===== src/rtl/cordic_pkg.sv =====
// Shared widths, gain table and entry layout for the CORDIC result path.
// The gain helper applies a Q0.16 factor with round-half-up.
package cordic_pkg;

    localparam int CORDIC_W = 16;
    localparam int IT_W     = 3;

    // K[k] = prod_{i=0..k} 1/sqrt(1+2^-2i), unsigned Q0.16
    localparam logic [15:0] K_TABLE [0:7] = '{
        16'd46341, 16'd41449, 16'd40211, 16'd39901,
        16'd39823, 16'd39803, 16'd39798, 16'd39797
    };

    typedef struct packed {
        logic signed [CORDIC_W-1:0] x;
        logic signed [CORDIC_W-1:0] y;
        logic signed [CORDIC_W-1:0] deg;
    } entry_t;

    // K < 1, so the rounded product always fits back into 16 bits.
    function automatic logic signed [CORDIC_W-1:0] gain_mul(
        input logic signed [CORDIC_W-1:0] v,
        input logic        [15:0]         k
    );
        logic signed [32:0] p;
        p = 33'(v) * 33'($signed({1'b0, k}));
        p = p + 33'sd32768;
        return p[31:16];
    endfunction

endpackage


===== src/rtl/cordic_result_fifo.sv =====
// Circular result queue with drop-on-full and a sticky overflow flag.
// When empty the output holds the last entry popped (zero after reset).
module cordic_result_fifo
    import cordic_pkg::*;
#(
    parameter int DEPTH = 4
) (
    input  logic                       clk,
    input  logic                       rst,
    input  logic                       push,
    input  entry_t                     din,
    input  logic                       pop,
    output entry_t                     dout,
    output logic                       valid,
    output logic [$clog2(DEPTH):0]     count,
    output logic                       overflow
);

    localparam int AW = $clog2(DEPTH);
    localparam int CW = AW + 1;

    entry_t          mem_r [DEPTH];
    entry_t          last_r;
    logic [AW-1:0]   wr_ptr_r;
    logic [AW-1:0]   rd_ptr_r;
    logic [CW-1:0]   count_r;
    logic            overflow_r;
    logic            empty_s;
    logic            full_s;
    logic            do_pop_s;
    logic            do_push_s;
    logic            drop_s;

    // Handshake qualification: a push into a full queue survives only alongside a pop.
    always_comb begin
        empty_s   = (count_r == CW'(0));
        full_s    = (count_r == CW'(DEPTH));
        do_pop_s  = pop && !empty_s;
        do_push_s = push && (!full_s || do_pop_s);
        drop_s    = push && full_s && !do_pop_s;
    end

    // Storage, pointers, occupancy and the sticky drop flag.
    always_ff @(posedge clk) begin
        if (rst) begin
            for (int i = 0; i < DEPTH; i++) begin
                mem_r[i] <= '0;
            end
            last_r     <= '0;
            wr_ptr_r   <= '0;
            rd_ptr_r   <= '0;
            count_r    <= '0;
            overflow_r <= 1'b0;
        end else begin
            if (do_push_s) begin
                mem_r[wr_ptr_r] <= din;
                wr_ptr_r        <= wr_ptr_r + AW'(1);
            end
            if (do_pop_s) begin
                last_r   <= mem_r[rd_ptr_r];
                rd_ptr_r <= rd_ptr_r + AW'(1);
            end
            case ({do_push_s, do_pop_s})
                2'b10:   count_r <= count_r + CW'(1);
                2'b01:   count_r <= count_r - CW'(1);
                default: count_r <= count_r;
            endcase
            if (drop_s) begin
                overflow_r <= 1'b1;
            end
        end
    end

    // Head presentation.
    always_comb begin
        if (empty_s) begin
            dout = last_r;
        end else begin
            dout = mem_r[rd_ptr_r];
        end
        valid    = !empty_s;
        count    = count_r;
        overflow = overflow_r;
    end

endmodule


===== src/rtl/cordic_result_buffer.sv =====
// CORDIC output stage: captures results on the termination pulse, applies
// iteration-dependent gain compensation and queues them behind valid/ready.
module cordic_result_buffer
    import cordic_pkg::*;
#(
    parameter int DEPTH     = 4,
    parameter int GAIN_COMP = 1
) (
    input  logic                         clk,
    input  logic                         rst,
    input  logic                         start_i,
    input  logic [IT_W-1:0]              numIt_i,
    input  logic                         valid_i,
    input  logic signed [CORDIC_W-1:0]   x_i,
    input  logic signed [CORDIC_W-1:0]   y_i,
    input  logic signed [CORDIC_W-1:0]   deg_i,
    output logic                         out_valid_o,
    input  logic                         out_ready_i,
    output logic signed [CORDIC_W-1:0]   x_o,
    output logic signed [CORDIC_W-1:0]   y_o,
    output logic signed [CORDIC_W-1:0]   deg_o,
    output logic [$clog2(DEPTH):0]       count_o,
    output logic                         full_o,
    output logic                         overflow_o
);

    localparam int CW = $clog2(DEPTH) + 1;

    logic [IT_W-1:0]             it_r;
    logic                        s1_v_r;
    logic signed [CORDIC_W-1:0]  s1_x_r;
    logic signed [CORDIC_W-1:0]  s1_y_r;
    logic signed [CORDIC_W-1:0]  s1_deg_r;
    logic [15:0]                 s1_k_r;
    entry_t                      s2_entry_s;
    entry_t                      head_s;
    logic [CW-1:0]               count_s;
    logic [CW-1:0]               fill_s;

    // Iteration count of the current job; the capture below reads the old value.
    always_ff @(posedge clk) begin
        if (rst) begin
            it_r <= IT_W'(7);
        end else if (start_i) begin
            it_r <= numIt_i;
        end else begin
            it_r <= it_r;
        end
    end

    // S1 capture register, including the gain factor for this job.
    always_ff @(posedge clk) begin
        if (rst) begin
            s1_v_r   <= 1'b0;
            s1_x_r   <= '0;
            s1_y_r   <= '0;
            s1_deg_r <= '0;
            s1_k_r   <= '0;
        end else begin
            s1_v_r <= valid_i;
            if (valid_i) begin
                s1_x_r   <= x_i;
                s1_y_r   <= y_i;
                s1_deg_r <= deg_i;
                s1_k_r   <= K_TABLE[it_r];
            end
        end
    end

    // S2 gain stage; the bypass keeps the same two-cycle latency.
    always_comb begin
        s2_entry_s.deg = s1_deg_r;
        if (GAIN_COMP != 0) begin
            s2_entry_s.x = gain_mul(s1_x_r, s1_k_r);
            s2_entry_s.y = gain_mul(s1_y_r, s1_k_r);
        end else begin
            s2_entry_s.x = s1_x_r;
            s2_entry_s.y = s1_y_r;
        end
    end

    cordic_result_fifo #(
        .DEPTH (DEPTH)
    ) u_fifo (
        .clk      (clk),
        .rst      (rst),
        .push     (s1_v_r),
        .din      (s2_entry_s),
        .pop      (out_ready_i),
        .dout     (head_s),
        .valid    (out_valid_o),
        .count    (count_s),
        .overflow (overflow_o)
    );

    // Back-pressure counts the result still sitting in S1.
    always_comb begin
        fill_s  = count_s + CW'(s1_v_r);
        full_o  = (fill_s >= CW'(DEPTH));
        count_o = count_s;
        x_o     = head_s.x;
        y_o     = head_s.y;
        deg_o   = head_s.deg;
    end

endmodule


===== config.mk =====
export PLATFORM = sky130hd
export DESIGN_NAME = cordic_result_buffer
export DESIGN_NICKNAME = d
export VERILOG_FILES = /design/src/rtl/cordic_pkg.sv /design/src/rtl/cordic_result_fifo.sv /design/src/rtl/cordic_result_buffer.sv
export SDC_FILE = /design/constraint.sdc
export NUM_CORES = 2
export LEC_CHECK = 0
export ABC_AREA = 1
export CAP_MARGIN = 20
export CELL_PAD_IN_SITES_DETAIL_PLACEMENT = 0
export CELL_PAD_IN_SITES_GLOBAL_PLACEMENT = 1
export CORE_MARGIN = 1
export CORE_UTILIZATION = 46
export DETAILED_ROUTE_END_ITERATION = 8
export PLACE_DENSITY_LB_ADDON = 0.1
export RECOVER_POWER = 100
export SETUP_SLACK_MARGIN = 0.15
export SYNTH_ARGS = -nofsm -noshare
export SYNTH_HDL_FRONTEND = slang
export SYNTH_SLANG_ARGS = --single-unit
export TNS_END_PERCENT = 30

===== constraint.sdc =====
create_clock -name clk -period 11.1 [get_ports clk]
set_clock_uncertainty 0.05 [all_clocks]
set_input_delay 2.22 -clock clk [delete_from_list [all_inputs] [get_ports clk]]
set_output_delay 2.22 -clock clk [all_outputs]
set_load 0.02 [all_outputs]

* Word level (Yosys, flattened, before mapping) *
Memories as Yosys holds them, arrays and structs flattened. A register that Yosys moved wholly into a read port is not among the register bits.
Index checks and enable logic that the tools add are counted.

operators by class
  add/subtract/negate cells = 7
  multipliers = 2
  order comparisons = 1
  eq/ne operators = 3
  multiplexer cells = 12
  bitwise logic cells = 1
  reduce and logical (&&, ||, !) cells = 11

operators by type and width
  operator                                          number
  two-way mux 48 bit                                2
  adder 32 x 17 -> 32 bit, second input constant    2
  multiplier 16 x 17 -> 32 bit                      2
  OR reduction 48 bit                               1
  two-way mux 1 bit                                 6
  two-way mux 2 bit                                 3
  case mux 3 bit (2 select lines)                   1
  adder 2 x 1 -> 2 bit, second input constant       2
  logical AND 1 bit                                 4
  inverter 3 -> 4 bit                               1
  adder 3 x 1 -> 3 bit                              1
  adder 3 x 1 -> 3 bit, second input constant       1
  == test 3 bit, second input constant              1
  >= comparator 3 bit, second input constant        1
  zero test 1 bit                                   3
  zero test 3 bit                                   1
  subtractor 3 x 1 -> 3 bit, second input constant  1
  == test 2 x 1 -> 1 bit, second input constant     1
  == test 2 bit, second input constant              1
  nonzero test 2 bit                                1
  logical OR 1 bit                                  1

storage, ports and cells
  flip-flop bits (word level) = 108
  memory bits (writable) = 192
  bits in read-only memories = 128
  input port bits = 56
  output and inout port bits = 54
  logic and storage cells = 51
  memories = 2

memories
  name             words  width  rd ports  clocked after Yosys merged registers in  wr ports  line                        RTL
  u_fifo.mem_r     4      48     1         1                                        4         cordic_result_fifo.sv:22    entry_t mem_r [DEPTH];
  (no name shown)  8      16     1         1                                        0         cordic_result_buffer.sv:65  s1_k_r <= K_TABLE[it_r];

* Longest topological paths before layout *
  depth in word-level cells = 10
  gate-level depth with buffers = 26

* Modules after synthesis *
A second synthesis with hierarchy kept.

second synthesis, totals
  cells, all modules = 4210
  area total of the unflattened synthesis = 31933.1 um^2

modules (own cells, without submodules)
  module                instances  cells each  area an instance (um^2)  seq. area each (um^2)
  cordic_result_buffer  1          2714        19784.0                  1321.3
  cordic_result_fifo    1          1496        12149.2                  6926.6

* Worst setup path before layout *
No wires, ideal clock.

  path kind = input to register
  start point = input port out_ready_i
  end point = memory u_fifo.mem_r[3][0] in the netlist's numbering, enable pin
  setup time = 513 ps
  data arrival time = 5995 ps
  required time = 10537 ps
  setup slack = 4542 ps
  stages on the path = 7
  path buffers = 0
  path through = inv_1 > a31oi_2 > inv_2 > nor2_8 > inv_4 > nor2_4 > nor3_1

RTL lines
  what                line                        RTL
  start: declaration  cordic_result_buffer.sv:18  input logic out_ready_i,
  end: declaration    cordic_result_fifo.sv:22

==> impl_metrics.prom <==
# TYPE chip_impl_metric gauge
chip_impl_metric{name="overflow",unit=""} 0
chip_impl_info{name="violated_checks",value="max-capacitance violations, max-slew violations"} 1
chip_impl_metric{name="syn_nets",unit=""} 4451
chip_impl_metric{name="report.final.hold_viol_count",unit=""} 0
chip_impl_metric{name="io_buffers",unit=""} 109
chip_impl_metric{name="post_route_cells_drive_above_1_share",unit="%"} 2.60
chip_impl_metric{name="cts_hold_buf",unit=""} 0
chip_impl_metric{name="area_inside_the_core_boundary",unit="mm^2"} 0.0648
chip_impl_metric{name="report.final.setup_viol",unit=""} 0
chip_impl_info{name="yosysMostFrequentCell",value="sky130_fd_sc_hd__inv_1"} 1
chip_impl_metric{name="n_antenna_cell",unit=""} 0
chip_impl_metric{name="via_count",unit=""} 23805
chip_impl_metric{name="io-pin-count",unit=""} 110
chip_impl_metric{name="groute.usage.overall",unit="%"} 26.1
chip_impl_metric{name="ys_ff_latch",unit=""} 316
chip_impl_metric{name="h-tree-depth",unit=""} 2
chip_impl_info{name="hold_start",value="u_fifo.rd_ptr_r[1]"} 1
chip_impl_metric{name="drtIter0Drc",unit=""} 1307
chip_impl_metric{name="clock_sinks",unit=""} 316
chip_impl_metric{name="worst_slew_pin_slew",unit="ns"} 4.77
chip_impl_metric{name="reg2reg_slack",unit="ns"} 3.84
chip_impl_metric{name="report.final.slew_viol_count",unit=""} 581
chip_impl_metric{name="num-nets-final",unit=""} 4448
chip_impl_metric{name="placementRows",unit=""} 93
chip_impl_metric{name="dpl.hpwl",unit="um"} 60000
chip_impl_metric{name="cts_inserted_buffers",unit=""} 39
chip_impl_metric{name="final_period_minus_worst_setup_slack",unit="ns"} 8.27
chip_impl_metric{name="drv.max_cap_violation_count",unit=""} 11
chip_impl_metric{name="reg2reg_depth",unit=""} 21
chip_impl_info{name="grt_setup_unrepaired",value="false"} 1
chip_impl_metric{name="cp_max_fo",unit=""} 96
chip_impl_metric{name="synth.top_cell.area_share",unit="%"} 23.5
chip_impl_metric{name="totalWireLength",unit="um"} 84000
chip_impl_info{name="endpoint_kind",value="output port"} 1
chip_impl_metric{name="timing.critical_path.required",unit="ns"} 8.83
chip_impl_metric{name="dr.pass1.iters",unit=""} 6
chip_impl_metric{name="cp_data_arrival_time",unit="ns"} 6.00
chip_impl_metric{name="static-leakage-power",unit="nW"} 17.6
chip_impl_metric{name="global_route_wire_length_before_repair",unit="um"} 137000
chip_impl_metric{name="grt_start_max_net_pins",unit=""} 109
chip_impl_metric{name="synth_cell_types",unit=""} 38
chip_impl_info{name="path_class",value="reg -> out"} 1
chip_impl_metric{name="max_rail_drop_vdd",unit="V"} 0.000113
chip_impl_info{name="worst_r2r_endpoint",value="u_fifo.mem_r[2][28]"} 1
chip_impl_info{name="critical_path.reg2reg.startpoint",value="s1_k_r[11]"} 1
chip_impl_metric{name="via_count_of_the_first_global_routing_pass",unit=""} 25393
chip_impl_metric{name="finalSetupTns",unit="ns"} 0
chip_impl_metric{name="min_delay_path_depth",unit=""} 2
chip_impl_metric{name="gate_count_of_the_mapped_netlist",unit=""} 3787
chip_impl_metric{name="clk_path_buf_depth",unit=""} 3
chip_impl_metric{name="synth_sequential_area_ratio",unit="%"} 27.1
chip_impl_metric{name="cell_pwr_density",unit="mW/mm^2"} 146
chip_impl_metric{name="synth_warnings",unit=""} 0
chip_impl_metric{name="clock_latency",unit="ns"} 0.58
chip_impl_metric{name="dieHeight",unit="um"} 259
chip_impl_metric{name="detail_route.vias_per_cell",unit=""} 5.10
chip_impl_metric{name="final_core_utilization",unit="%"} 51.5
chip_impl_info{name="clock-root-buffer",value="sky130_fd_sc_hd__clkbuf_16"} 1
chip_impl_info{name="yosys_most_used_dff",value="sky130_fd_sc_hd__edfxtp_1"} 1
chip_impl_metric{name="synthesis.area_per_instance",unit="um^2"} 8.03
chip_impl_metric{name="design.die.area",unit="mm^2"} 0.0671
chip_impl_metric{name="post_cts.resized_instances",unit=""} 0
chip_impl_info{name="hp-class",value="reg -> reg"} 1
chip_impl_info{name="yosys.area.top_type",value="sky130_fd_sc_hd__fa_1"} 1
chip_impl_metric{name="floorplan.initialDensity",unit="%"} 46.9
chip_impl_metric{name="maxClockFrequency",unit="MHz"} 121
chip_impl_metric{name="layout_worst_path_cycle_share",unit="%"} 74.5
chip_impl_metric{name="antenna_violations_before_repair",unit=""} 0
chip_impl_metric{name="synth_area",unit="mm^2"} 0.0304
chip_impl_metric{name="edff_count_synth",unit=""} 192
chip_impl_metric{name="clkTransAtPathRegs",unit="ns"} 0.06
chip_impl_metric{name="area_delta_synth_final",unit="%"} 9.85
chip_impl_metric{name="drt-wirelength-per-cell",unit="um"} 18.0
chip_impl_metric{name="timing.max_slew.rel_slack",unit="%"} -218
chip_impl_info{name="outcome",value="complete, but fails checks"} 1
chip_impl_metric{name="asyncSetResetFlopFracSynth",unit="%"} 0
chip_impl_metric{name="antenna_violating_nets_post_route",unit=""} 0
chip_impl_metric{name="die_w",unit="um"} 259
chip_impl_info{name="synth.top_cells.by_area",value="sky130_fd_sc_hd__fa_1 (24%), sky130_fd_sc_hd__edfxtp_1 (19%), sky130_fd_sc_hd__inv_1 (11%)"} 1
chip_impl_metric{name="drc_errors",unit=""} 0
chip_impl_info{name="setup.worst_path.start_class",value="flip-flop"} 1
chip_impl_metric{name="cts_setup_buffers",unit=""} 0
chip_impl_metric{name="place_congestion",unit=""} 0.871
chip_impl_info{name="yosys-top-cells-count",value="sky130_fd_sc_hd__inv_1 (881), sky130_fd_sc_hd__nand2_1 (704), sky130_fd_sc_hd__nor2_1 (433), sky130_fd_sc_hd__fa_1 (357), sky130_fd_sc_hd__o21ai_0 (280)"} 1
chip_impl_info{name="tritoncts",value="built"} 1
==> cell type report <==
class	count	area [um^2]
Sequential cell	316	8250
Clock buffer	46	1040
Clock inverter	25	338
Timing Repair Buffer	136	1260
Multi-Input combinational cell	2407	18100
Tap cell	855	1070
Inverter	884	3320
Fill cell	6248	31400
==> metal layers <==
metal / part of all wire [%] / up-vias / wire, um / track usage, %
li1: - / 11510 / - / -
met1: 42 / 11776 / 35300 / 32.4
met2: 52 / 403 / 43700 / 48.0
met3: 3.6 / 116 / 3010 / 2.71
met4: 2.3 / 0 / 1950 / 6.94
met5: 0 / - / 0 / 0
==> power by group <==
group	switching [mW]	internal [mW]	total, mW
Combinational	1.35	0.710	2.06
Sequential	0.0844	1.35	1.44
Clock	0.552	0.820	1.37
Total	1.99	2.88	4.87
==> logic make-up (layout without fill, tap and decap cells) <==
logic type / count (synthesis) / after routing / share of synthesized area [%]
compound gates: 520 / 520 / 8.92
xor+xnor: 16 / 16 / 0.461
fa+ha+maj: 608 / 608 / 33.8
buf+inv: 1064 / 1091 / 13.3
flops: 316 / 316 / 27.1
simple gates: 1263 / 1263 / 16.4
==> worst max-delay path, stage by stage, from the launching register on <==
cell                            delay [ns]
sky130_fd_sc_hd__dfxtp_2              0.33
sky130_fd_sc_hd__clkbuf_1             3.08
sky130_fd_sc_hd__o21ai_0              0.47
sky130_fd_sc_hd__o22ai_1              0.49
sky130_fd_sc_hd__inv_1                0.16
sky130_fd_sc_hd__o21ai_0              0.17
sky130_fd_sc_hd__dlygate4sd3_1        0.69
==> metrics by stage <==
stage	power [mW]	setup WS (ns)	instances	hold WS (ns)	cell area [um^2]
floorplan	2.83	4.54	3787	0.386	30400
global placement	3.56	4.78	4598	0.397	32100
detailed placement	3.57	4.80	4598	0.407	32100
CTS	4.97	4.76	4669	0.402	33500
global route	5.25	2.35	4669	0.431	33400
finish	4.87	2.83	4669	0.404	33400
==> worst max-delay path by stage <==
stage | startpoint | to | slack [ns] | cells past startpoint
2_1_floorplan | out_ready_i | u_fifo.mem_r[3][0] | 4.54 | 7
3_3_place_gp | s1_k_r[11] | u_fifo.mem_r[2][27] | 4.78 | 21
3_5_place_dp | s1_k_r[11] | u_fifo.mem_r[2][23] | 4.80 | 20
4_1_cts | s1_k_r[11] | u_fifo.mem_r[2][23] | 4.76 | 20
5_1_grt | flip-flop | x_o[15] | 2.35 | 6
6_report | flip-flop | x_o[15] | 2.83 | 6
==> sequential cells by signal, indices dropped and copies added, names as in the netlist, named ones only <==
register / cells
it_r: 3
s1_deg_r: 16
s1_k_r: 14
s1_v_r: 1
s1_x_r: 16
s1_y_r: 16
u_fifo.count: 3
u_fifo.last_r: 48
u_fifo.mem_r: 192
u_fifo.overflow: 1
u_fifo.rd_ptr_r: 2
u_fifo.wr_ptr_r: 2
==> cells in the final DEF, fill, tap and decap left out, types with 54 or more instances in the layout <==
cell                              count
sky130_fd_sc_hd__dlygate4sd3_1       55
sky130_fd_sc_hd__inv_1              877
sky130_fd_sc_hd__o21ai_0            280
sky130_fd_sc_hd__fa_1               357
sky130_fd_sc_hd__nand3_1             73
sky130_fd_sc_hd__ha_1               251
sky130_fd_sc_hd__dfxtp_1            122
sky130_fd_sc_hd__nor2_1             442
sky130_fd_sc_hd__nand2_1            700
sky130_fd_sc_hd__edfxtp_1           192
sky130_fd_sc_hd__a21oi_1            154
sky130_fd_sc_hd__clkdlybuf4s50_1     54
No activity file was read; power rests on OpenSTA's default activity.
